## src/rtl/layer_mem_ctrl_pkg.sv

```systemverilog
// Shared types for the layer memory controller: FSM states, memory
// opcodes and the pooled feature-map size helper.
package layer_mem_ctrl_pkg;

    typedef enum logic [2:0] {
        S_IDLE     = 3'd0,
        S_STORE    = 3'd1,
        S_POOL     = 3'd2,
        S_POOL_CLR = 3'd3,
        S_LOAD     = 3'd4,
        S_DONE     = 3'd5
    } state_t;

    typedef enum logic [1:0] {
        OP_NONE  = 2'd0,
        OP_STORE = 2'd1,
        OP_POOL  = 2'd2,
        OP_LOAD  = 2'd3
    } op_t;

    function automatic int pooled_size(input int w);
        return (w / 2) * (w / 2);
    endfunction

    localparam int POOLED_SIZE = pooled_size(28);

    // Memory operation owned by each state.
    function automatic op_t mem_op(input state_t s);
        case (s)
            S_STORE: return OP_STORE;
            S_POOL:  return OP_POOL;
            S_LOAD:  return OP_LOAD;
            default: return OP_NONE;
        endcase
    endfunction

endpackage

```

## src/rtl/layer_mem_ctrl_if.sv

```systemverilog
// Producer / layer-memory / consumer bundle of the layer controller.
// master: controller side; slave: producer, memory and consumer side.
interface layer_mem_ctrl_if #(
    parameter int ADDR_LEN = 9
);
    logic                conv_valid;
    logic                conv_ready;
    logic                store;
    logic [3:0]          out_c;
    logic [ADDR_LEN:0]   w_addr;
    logic                pool;
    logic                pool_done;
    logic                load;
    logic [ADDR_LEN:0]   addr1;
    logic [ADDR_LEN:0]   addr2;
    logic                next_ready;

    modport master (
        input  conv_valid, pool_done, next_ready,
        output conv_ready, store, out_c, w_addr,
        output pool, load, addr1, addr2
    );

    modport slave (
        output conv_valid, pool_done, next_ready,
        input  conv_ready, store, out_c, w_addr,
        input  pool, load, addr1, addr2
    );
endinterface

```

## src/rtl/layer_mem_ctrl_addr_pair_gen.sv

```systemverilog
// Read pointer for the LOAD phase: steps by two per accepted pair.
// Ports: clk, rst (async low), i_clr, i_adv -> o_rp, o_last.
module addr_pair_gen #(
    parameter int ADDR_LEN = 9,
    parameter int LAST     = 2
) (
    input  logic              clk,
    input  logic              rst,
    input  logic              i_clr,
    input  logic              i_adv,
    output logic [ADDR_LEN:0] o_rp,
    output logic              o_last
);
    localparam logic [ADDR_LEN:0] L_LAST = (ADDR_LEN + 1)'(LAST);
    localparam logic [ADDR_LEN:0] L_STEP = (ADDR_LEN + 1)'(2);

    logic [ADDR_LEN:0] r_rp;

    always_ff @(posedge clk or negedge rst) begin
        if (!rst) begin
            r_rp <= '0;
        end else if (i_clr) begin
            r_rp <= '0;
        end else if (i_adv) begin
            r_rp <= r_rp + L_STEP;
        end
    end

    assign o_rp   = r_rp;
    assign o_last = (r_rp == L_LAST);
endmodule

```

## src/rtl/layer_mem_ctrl.sv

```systemverilog
// Layer memory controller: stores conv results per channel, triggers
// pooling, then streams pooled read pairs. Ports: clk, rst, start,
// busy, done, m (layer_mem_ctrl_if.master).
module layer_mem_ctrl
    import layer_mem_ctrl_pkg::*;
#(
    parameter int W            = 28,
    parameter int OC           = 7,
    parameter int CHANNEL_SIZE = 783,
    parameter int ADDR_LEN     = 9
) (
    input  logic              clk,
    input  logic              rst,
    input  logic              start,
    output logic              busy,
    output logic              done,
    layer_mem_ctrl_if.master  m
);
    localparam int                P_SIZE = pooled_size(W);
    localparam logic [ADDR_LEN:0] L_WLST = (ADDR_LEN + 1)'(CHANNEL_SIZE);
    localparam logic [3:0]        L_CLST = 4'(OC);
    localparam logic [ADDR_LEN:0] L_ONE  = (ADDR_LEN + 1)'(1);

    state_t            r_state;
    state_t            w_next;
    op_t               w_op;
    logic [3:0]        r_out_c;
    logic [ADDR_LEN:0] r_waddr;
    logic              r_pool;
    logic              w_beat;
    logic              w_wlast;
    logic              w_clast;
    logic [ADDR_LEN:0] w_rp;
    logic              w_rp_last;
    logic              w_adv;

    assign w_op    = mem_op(r_state);
    assign w_beat  = (w_op == OP_STORE) && m.conv_valid;
    assign w_wlast = (r_waddr == L_WLST);
    assign w_clast = (r_out_c == L_CLST);
    assign w_adv   = (w_op == OP_LOAD) && m.next_ready;

    always_ff @(posedge clk or negedge rst) begin
        if (!rst) begin
            r_state <= S_IDLE;
        end else begin
            r_state <= w_next;
        end
    end

    always_comb begin
        w_next = r_state;
        unique case (r_state)
            S_IDLE: begin
                if (start) w_next = S_STORE;
            end
            S_STORE: begin
                if (w_beat && w_wlast && w_clast) w_next = S_POOL;
            end
            S_POOL: begin
                if (m.pool_done) w_next = S_POOL_CLR;
            end
            S_POOL_CLR: begin
                // Memory must drop its done flag before reads begin.
                if (!m.pool_done) w_next = S_LOAD;
            end
            S_LOAD: begin
                if (w_adv && w_rp_last) w_next = S_DONE;
            end
            S_DONE: begin
                w_next = S_IDLE;
            end
            default: begin
                w_next = S_IDLE;
            end
        endcase
    end

    always_ff @(posedge clk or negedge rst) begin
        if (!rst) begin
            r_out_c <= '0;
            r_waddr <= '0;
            r_pool  <= 1'b0;
        end else begin
            // Registered so pool rises with entry into POOL.
            r_pool <= (w_next == S_POOL);
            if (r_state == S_IDLE && start) begin
                r_out_c <= '0;
                r_waddr <= '0;
            end else if (w_beat) begin
                if (w_wlast) begin
                    r_waddr <= '0;
                    if (!w_clast) r_out_c <= r_out_c + 4'd1;
                end else begin
                    r_waddr <= r_waddr + L_ONE;
                end
            end
        end
    end

    addr_pair_gen #(
        .ADDR_LEN (ADDR_LEN),
        .LAST     (P_SIZE - 2)
    ) u_apg (
        .clk    (clk),
        .rst    (rst),
        .i_clr  (r_state != S_LOAD),
        .i_adv  (w_adv),
        .o_rp   (w_rp),
        .o_last (w_rp_last)
    );

    assign m.conv_ready = (w_op == OP_STORE);
    assign m.store      = w_beat;
    assign m.out_c      = r_out_c;
    assign m.w_addr     = r_waddr;
    assign m.pool       = r_pool;
    assign m.load       = (w_op == OP_LOAD);
    assign m.addr1      = w_rp;
    assign m.addr2      = w_rp + L_ONE;
    assign busy         = (r_state != S_IDLE);
    assign done         = (r_state == S_DONE);
endmodule

```

## src/flat_wrapper.sv

```systemverilog
// flat-port wrapper written by rule: the top's interface ports become plain ports
module layer_mem_ctrl_flat import layer_mem_ctrl_pkg::*;
#(
    parameter int W            = 28,
    parameter int OC           = 7,
    parameter int CHANNEL_SIZE = 783,
    parameter int ADDR_LEN     = 9
)
  (clk, rst, start, busy, done, m_conv_valid, m_pool_done, m_next_ready, m_conv_ready, m_store, m_out_c, m_w_addr, m_pool, m_load, m_addr1, m_addr2);
  layer_mem_ctrl_if #(.ADDR_LEN(ADDR_LEN)) m_i ();
  input  logic clk;
  input  logic rst;
  input  logic start;
  output logic busy;
  output logic done;
  input wire logic [$bits(m_i.conv_valid)-1:0] m_conv_valid;
  input wire logic [$bits(m_i.pool_done)-1:0] m_pool_done;
  input wire logic [$bits(m_i.next_ready)-1:0] m_next_ready;
  output wire logic [$bits(m_i.conv_ready)-1:0] m_conv_ready;
  output wire logic [$bits(m_i.store)-1:0] m_store;
  output wire logic [$bits(m_i.out_c)-1:0] m_out_c;
  output wire logic [$bits(m_i.w_addr)-1:0] m_w_addr;
  output wire logic [$bits(m_i.pool)-1:0] m_pool;
  output wire logic [$bits(m_i.load)-1:0] m_load;
  output wire logic [$bits(m_i.addr1)-1:0] m_addr1;
  output wire logic [$bits(m_i.addr2)-1:0] m_addr2;
  assign m_i.conv_valid = m_conv_valid;
  assign m_i.pool_done = m_pool_done;
  assign m_i.next_ready = m_next_ready;
  assign m_conv_ready = m_i.conv_ready;
  assign m_store = m_i.store;
  assign m_out_c = m_i.out_c;
  assign m_w_addr = m_i.w_addr;
  assign m_pool = m_i.pool;
  assign m_load = m_i.load;
  assign m_addr1 = m_i.addr1;
  assign m_addr2 = m_i.addr2;
  layer_mem_ctrl #(.W(W), .OC(OC), .CHANNEL_SIZE(CHANNEL_SIZE), .ADDR_LEN(ADDR_LEN)) u_core (.clk(clk), .rst(rst), .start(start), .busy(busy), .done(done), .m(m_i));
endmodule
```

## config.mk

```make
export PLATFORM = sky130hd
export DESIGN_NAME = layer_mem_ctrl_flat
export DESIGN_NICKNAME = d
export VERILOG_FILES = /design/src/rtl/layer_mem_ctrl_pkg.sv /design/src/rtl/layer_mem_ctrl_if.sv /design/src/rtl/layer_mem_ctrl_addr_pair_gen.sv /design/src/rtl/layer_mem_ctrl.sv /design/src/flat_wrapper.sv
export SDC_FILE = /design/constraint.sdc
export NUM_CORES = 1
export LEC_CHECK = 0
export CAP_MARGIN = 40
export CORE_ASPECT_RATIO = 2
export CORE_MARGIN = 2
export CORE_UTILIZATION = 35
export CTS_BUF_LIST = sky130_fd_sc_hd__clkbuf_16
export DETAILED_ROUTE_END_ITERATION = 7
export PLACE_DENSITY = 0.68
export REMOVE_ABC_BUFFERS = 1
export SYNTH_ARGS = -nofsm -noshare
export SYNTH_HDL_FRONTEND = slang
export SYNTH_HIERARCHICAL = 1
export SYNTH_SLANG_ARGS = --single-unit
```

## constraint.sdc

```tcl
create_clock -name clk -period 2.2 [get_ports clk]
set_input_delay 0.22 -clock clk [delete_from_list [all_inputs] [get_ports clk]]
set_output_delay 0.22 -clock clk [all_outputs]
set_load 0.01 [all_outputs]
```

Yosys cells after proc, flatten, opt, wreduce, memory -nomap -nowiden --
Cells that the tools add are included.
Word-level totals: memories 0, logic and storage cells 50, flip-flop bits (word level) 28, ROM bits 0, RAM bits 0, latch bits 0
Operators by class: bitwise operators 0, equal/unequal tests 13, $lt $le $gt $ge 0, mux-type cells 16, reduce and logical (&&, ||, !) cells 12, $add $sub $neg 4, divide/modulo/power cells 0, multiply operators 0, shift operators 0
Operators by type and width (number):
- two-way mux 10 bit | 5
- adder 10 x 1 -> 10 bit (second input constant) | 2
- two-way mux 4 bit | 4
- two-way mux 3 bit | 5
- case mux 3 bit (5 select lines) | 1
- adder 10 x 2 -> 10 bit (second input constant) | 1
- == test 10 bit (second input constant) | 1
- == test 10 x 8 -> 1 bit (second input constant) | 1
- == test 3 x 2 -> 1 bit (second input constant) | 3
- == test 3 bit (second input constant) | 2
- logical AND 1 bit | 6
- case mux 2 bit (3 select lines) | 1
- nonzero test 2 bit | 3
- adder 4 x 1 -> 4 bit (second input constant) | 1
- == test 4 x 3 -> 1 bit (second input constant) | 1
- == test 3 x 1 -> 1 bit (second input constant) | 1
- zero test 3 bit | 1
- != test 3 bit (second input constant) | 1
- AND reduction 3 bit | 1
- nonzero test 3 bit | 1
- == test 2 x 1 -> 1 bit (second input constant) | 1
- == test 2 bit (second input constant) | 1
- != test 2 bit (second input constant) | 1

Logic depth before layout (Yosys ltp) --
Gate-level depths: netlist of the first run.
depth after elaboration 9, depth in mapped cells 6, depth with buffers taken out 5

Hierarchy --
Netlist of the first run, hierarchy kept.
By module, submodules not included:
- layer_mem_ctrl | seq. area each 450.4 um^2, area each 1141.1 um^2, cells an instance 124, times used 1
- addr_pair_gen | seq. area each 225.2 um^2, area each 457.9 um^2, cells an instance 47, times used 1

Worst setup path before layout of the first run --
OpenSTA, ideal clock, no wires.
path kind register -> register, from register u_core.r_state[0], to register u_core.u_apg.r_rp[6] (netlist: u_core/u_apg/o_rp[6]), required time 2.122 ns, stages on the path, launching flop included 7, setup time 0.078 ns, buffers on the path 1, data arrival time 1.839 ns, path slack 0.284 ns, clock period less this slack 1.916 ns, cell sequence dfrtp_1 nor3b_1 and2_1 buf_4 nand4_2 or3_1 a21oi_1
Between the ends: longest elaborated chain between the ends 5
Ends and longest elaborated chain:
- start, declared | RTL line layer_mem_ctrl.sv:24 | state_t r_state;
- start signal, assigned | RTL line layer_mem_ctrl.sv:47 | r_state <= w_next;
- == test 3 bit, or another cell as far along | RTL line layer_mem_ctrl_pkg.sv:29 | case (s)
- case mux 2 bit (3 select lines) * | RTL line layer_mem_ctrl_pkg.sv:29
- == test 2 bit *
- named net m_load | RTL line flat_wrapper.sv:24 | output wire logic [$bits(m_i.load)-1:0] m_load;
- logical AND 1 bit * | RTL line layer_mem_ctrl.sv:41 | assign w_adv = (w_op == OP_LOAD) && m.next_ready;
- named net u_core.w_adv | RTL line layer_mem_ctrl.sv:35 | logic w_adv;
- nonzero test 2 bit (no line) *
- end signal, assigned | RTL line layer_mem_ctrl_addr_pair_gen.sv:25 | r_rp <= r_rp + L_STEP;
- end, declared | RTL line layer_mem_ctrl_addr_pair_gen.sv:17 | logic [ADDR_LEN:0] r_rp;
The timed path passes the listed nets; every way through them passes the cells marked *. A chain may end at the register's enable or synchronous reset.

Worst setup path in the final report of the first run --
from register u_core.r_state[1], to register u_core.u_apg.r_rp[6] (netlist: u_core/u_apg/o_rp[6])
Between the ends: longest elaborated chain between the ends 5
Ends and longest elaborated chain (RTL line):
- == test 3 bit, or another cell as far along | layer_mem_ctrl_pkg.sv:29
- case mux 2 bit (3 select lines) * | layer_mem_ctrl_pkg.sv:29
- == test 2 bit * | layer_mem_ctrl.sv:41
- logical AND 1 bit * | layer_mem_ctrl.sv:41
- named net u_core.w_adv | layer_mem_ctrl.sv:35
- nonzero test 2 bit (no line) *
Marked as above.

==> results of run 1 <==
## critical path: cells and delay by family (launching register included)
kind / cells / cell delay (ps)
compound gates: 1 / 150
flops: 1 / 450
simple gates: 4 / 1320
## final timing paths
check	start	to	cells after the start
worst min register to register	u_core/m.w_addr[9]$_DFFE_PN0P_	u_core/m.w_addr[9]$_DFFE_PN0P_	1
worst max register to register	u_core/r_state[1]$_DFF_PN0_	u_core/u_apg/o_rp[6]$_DFFE_PN0P_	5
max in group asynchronous	rst	u_core/m.out_c[1]$_DFFE_PN0P_	2
worst max-delay path	u_core/r_state[1]$_DFF_PN0_	u_core/u_apg/o_rp[6]$_DFFE_PN0P_	5
min in group clk	u_core/m.w_addr[9]$_DFFE_PN0P_	u_core/m.w_addr[9]$_DFFE_PN0P_	1
worst min-delay path	rst	u_core/m.w_addr[7]$_DFFE_PN0P_	2
## placed cells by master, fill, tap and decap left out, drive strengths merged, types with 2 or more instances in the layout
master	count
a21oi	9
nor4b	2
nand4	10
nand2b	3
inv	5
dfrtp	27
clkdlybuf4s50	43
nand3b	2
nand3	10
nor4	5
and3b	2
nor3	2
and3	3
clkbuf	3
xor2	4
or3	8
nor2	14
and2	2
ha	4
nand2	12
xnor2	15
o21ai	9
and4	2
or2	2
mux2i	3
nor3b	3
buf	4
## power groups by stage
stage	combinational [mW]	clock [mW]	sequential [mW]
after global routing	0.412	0.440	0.627
after global placement	0.372	0	0.623
final	0.373	0.409	0.615
after floorplan	0.161	0	0.638
after CTS	0.377	0.424	0.616
after detailed placement	0.374	0	0.626
## area by class of cell
class / instances / area [sq um]
fillers: 432 / 2200
multi-input cells: 135 / 881
flip-flops and latches: 27 / 676
repair buffers: 47 / 460
clock buffers: 3 / 75.1
well taps: 54 / 67.6
inverters: 5 / 18.8
clock inverters: 1 / 5.00
## metal layers
metal  GRT usage  part of all wire
met5           0                 0
met4      0.0547             0.010
met3      0.0120             0.031
met2       0.309              0.56
met1       0.180              0.40
## synth_stat cells
master / count / area [sq um]
buf_2: 1 / 5.00
nand4_2: 1 / 12.5
or2_2: 2 / 12.5
and2_1: 2 / 12.5
o21ai_0: 9 / 45.0
conb_1: 1 / 3.75
and3b_1: 2 / 17.5
nor3b_2: 1 / 12.5
ha_1: 4 / 50.1
xnor2_1: 15 / 131
buf_4: 2 / 15.0
a211oi_1: 1 / 7.51
and3_1: 3 / 18.8
nand3b_1: 2 / 15.0
dfrtp_1: 27 / 676
a31oi_1: 1 / 6.26
nand4_1: 9 / 56.3
nand4bb_1: 1 / 11.3
nor4b_2: 1 / 15.0
nand2b_1: 3 / 18.8
clkbuf_1: 1 / 3.75
a21oi_1: 9 / 45.0
nand3_1: 10 / 50.1
inv_1: 5 / 18.8
nor3_1: 2 / 10.0
nor2b_1: 1 / 6.26
and4_1: 2 / 17.5
mux2_2: 1 / 11.3
nor4b_1: 1 / 8.76
mux2i_1: 3 / 30.0
xor2_1: 4 / 35.0
nor2_1: 14 / 52.6
nand2_1: 12 / 45.0
nor4_1: 5 / 31.3
or3_1: 8 / 50.1
nor3b_1: 2 / 15.0
a221o_1: 1 / 10.0
a22o_1: 1 / 8.76
a21o_1: 1 / 7.51
## registers in the layout, indices dropped and copies added, names as in the netlist
name,flops
u_core/m.w_addr,10
u_core/u_apg/o_rp,9
u_core/m.out_c,4
u_core/r_state,3
u_core/m.pool,1
## logic make-up (layout without fill, tap and decap cells)
| family | after synthesis | count (layout) | share of synthesized area |
|---|---|---|---|
| flip-flops | 27 | 27 | 0.423 |
| adder cells (fa/ha/maj) | 4 | 4 | 0.0313 |
| buffers and inverters | 9 | 56 | 0.0266 |
| AND/OR/NAND/NOR | 84 | 84 | 0.306 |
| other | 1 | 1 | 0.00235 |
| multiplexers | 4 | 4 | 0.0258 |
| AO/OA/AOI/OAI | 23 | 23 | 0.0814 |
| XOR/XNOR | 19 | 19 | 0.104 |
## per-stage QoR
step           total power, mW  area [sq um]  worst slack (ps)
2_1_floorplan            0.799          1580               252
3_3_place_gp             0.995          2100               336
3_5_place_dp              1.00          2100               263
4_1_cts                   1.42          2180               221
5_1_grt                   1.48          2180              41.5
6_report                  1.40          2180               206
==> flow_metrics.tcl, run 1 <==
set metrics [dict create \
    pwr-share-comb 0.267 \
    overflow 0 \
    clk_pin_slew_ps 70 \
    post_drt_wl_per_cell_um 14.1 \
    rrSetupSlack_ps 210 \
    start_util 0.365 \
    hold_buffers 0 \
    ant_nets 0 \
    drcViolationCount 0 \
    holdWs_ps 331 \
    p_leak_nw 0.865 \
    synthCells 171 \
    clkPwrFrac 0.293 \
    drt_iter0_markers 11 \
    gp_congestion 0.755 \
    grt_pass1_wl_mm 6.56 \
    dpl.hpwl_mm 2.89 \
    worstPathMaxFanout 8 \
    grt_usage 0.162 \
    cts_buffers 3 \
    clock_sinks 27 \
    slowest_stage "dfrtp_1" \
    intPower_mw 0.995 \
    hold_violations 0 \
    antenna_found_initial 0 \
    viasPerCell 5.37 \
    area_delta_synth_final_pct 36.5 \
    crit_path_end_kind "flop" \
    crit_type "reg -> reg" \
    syn_area_sq_um 1600 \
    setup_tns_ps 0 \
    die_h_um 99.6 \
    cts_resized 0 \
    fin_skew_ps 2.00 \
    final_cell_count_no_fill 272 \
    dp.cells 268 \
    drive_gt1_frac 0.0642 \
    finalSetupViolations 0 \
    switching_share 0.288 \
    slowest_delay_ps 450 \
    clkLatencyLatePin_ps 260 \
    grt_max_degree 28 \
    postSynthAreaPerCell_sq_um 9.35 \
    ys_ff_latch 27 \
    hp-class "in -> async" \
    nNetsFinal 229 \
    wirelength_mm 3.85 \
    rsz0062_at_grt "false" \
    p_per_area_nw_per_um2 640 \
    status "completed" \
    io_buffers 43 \
    arrival_ps 2170 \
    post_cts_buffers 0 \
    path_cells "nor3b_1 > and2_1 > nand4_2 > or3_1 > a21oi_1" \
    switching_power_mw 0.402 \
    firstDrtPassIters 4 \
    max_freq_ghz 0.502 \
    rows 34 \
    fin_crit_sh 0.906 \
    clockBufferDepth 2 \
    die_area_sq_um 5160 \
    yosys_warnings 6 \
    ir_worst_vdd_mv 0.321 \
    die_x_um 51.8 \
    cts_htree_levels 1 \
    grt_pass1_vias 1448 \
    num_vias 1460 \
    min_period_ps 1990 \
    slew_violations 0 \
    worstPathRequired_ps 2380 \
    cp-start-kind "flop" \
    antenna_cells 0 \
    yosysSeqAreaShare 0.423 \
    cts_tree "yes" \
    io_pins 46 \
    final_util 0.498 \
    cts_root_buf "clkbuf_16" \
    p_seq_frac 0.440 \
    ys_types 39 \
    maxCapViolCount 0 \
    core-area_sq_um 4380 \
]
No activity file was read; power rests on OpenSTA's default activity.
==> run 2, diff against run 1 <==
--- a/config.mk
+++ b/config.mk
@@ -5,7 +5,7 @@
 export SDC_FILE = /design/constraint.sdc
 export NUM_CORES = 1
 export LEC_CHECK = 0
-export CAP_MARGIN = 40
+export CAP_MARGIN = 5
 export CORE_ASPECT_RATIO = 2
 export CORE_MARGIN = 2
 export CORE_UTILIZATION = 35
==> results of run 2 <==
The final DEF is identical to that of run 1; final timing and power are the same.
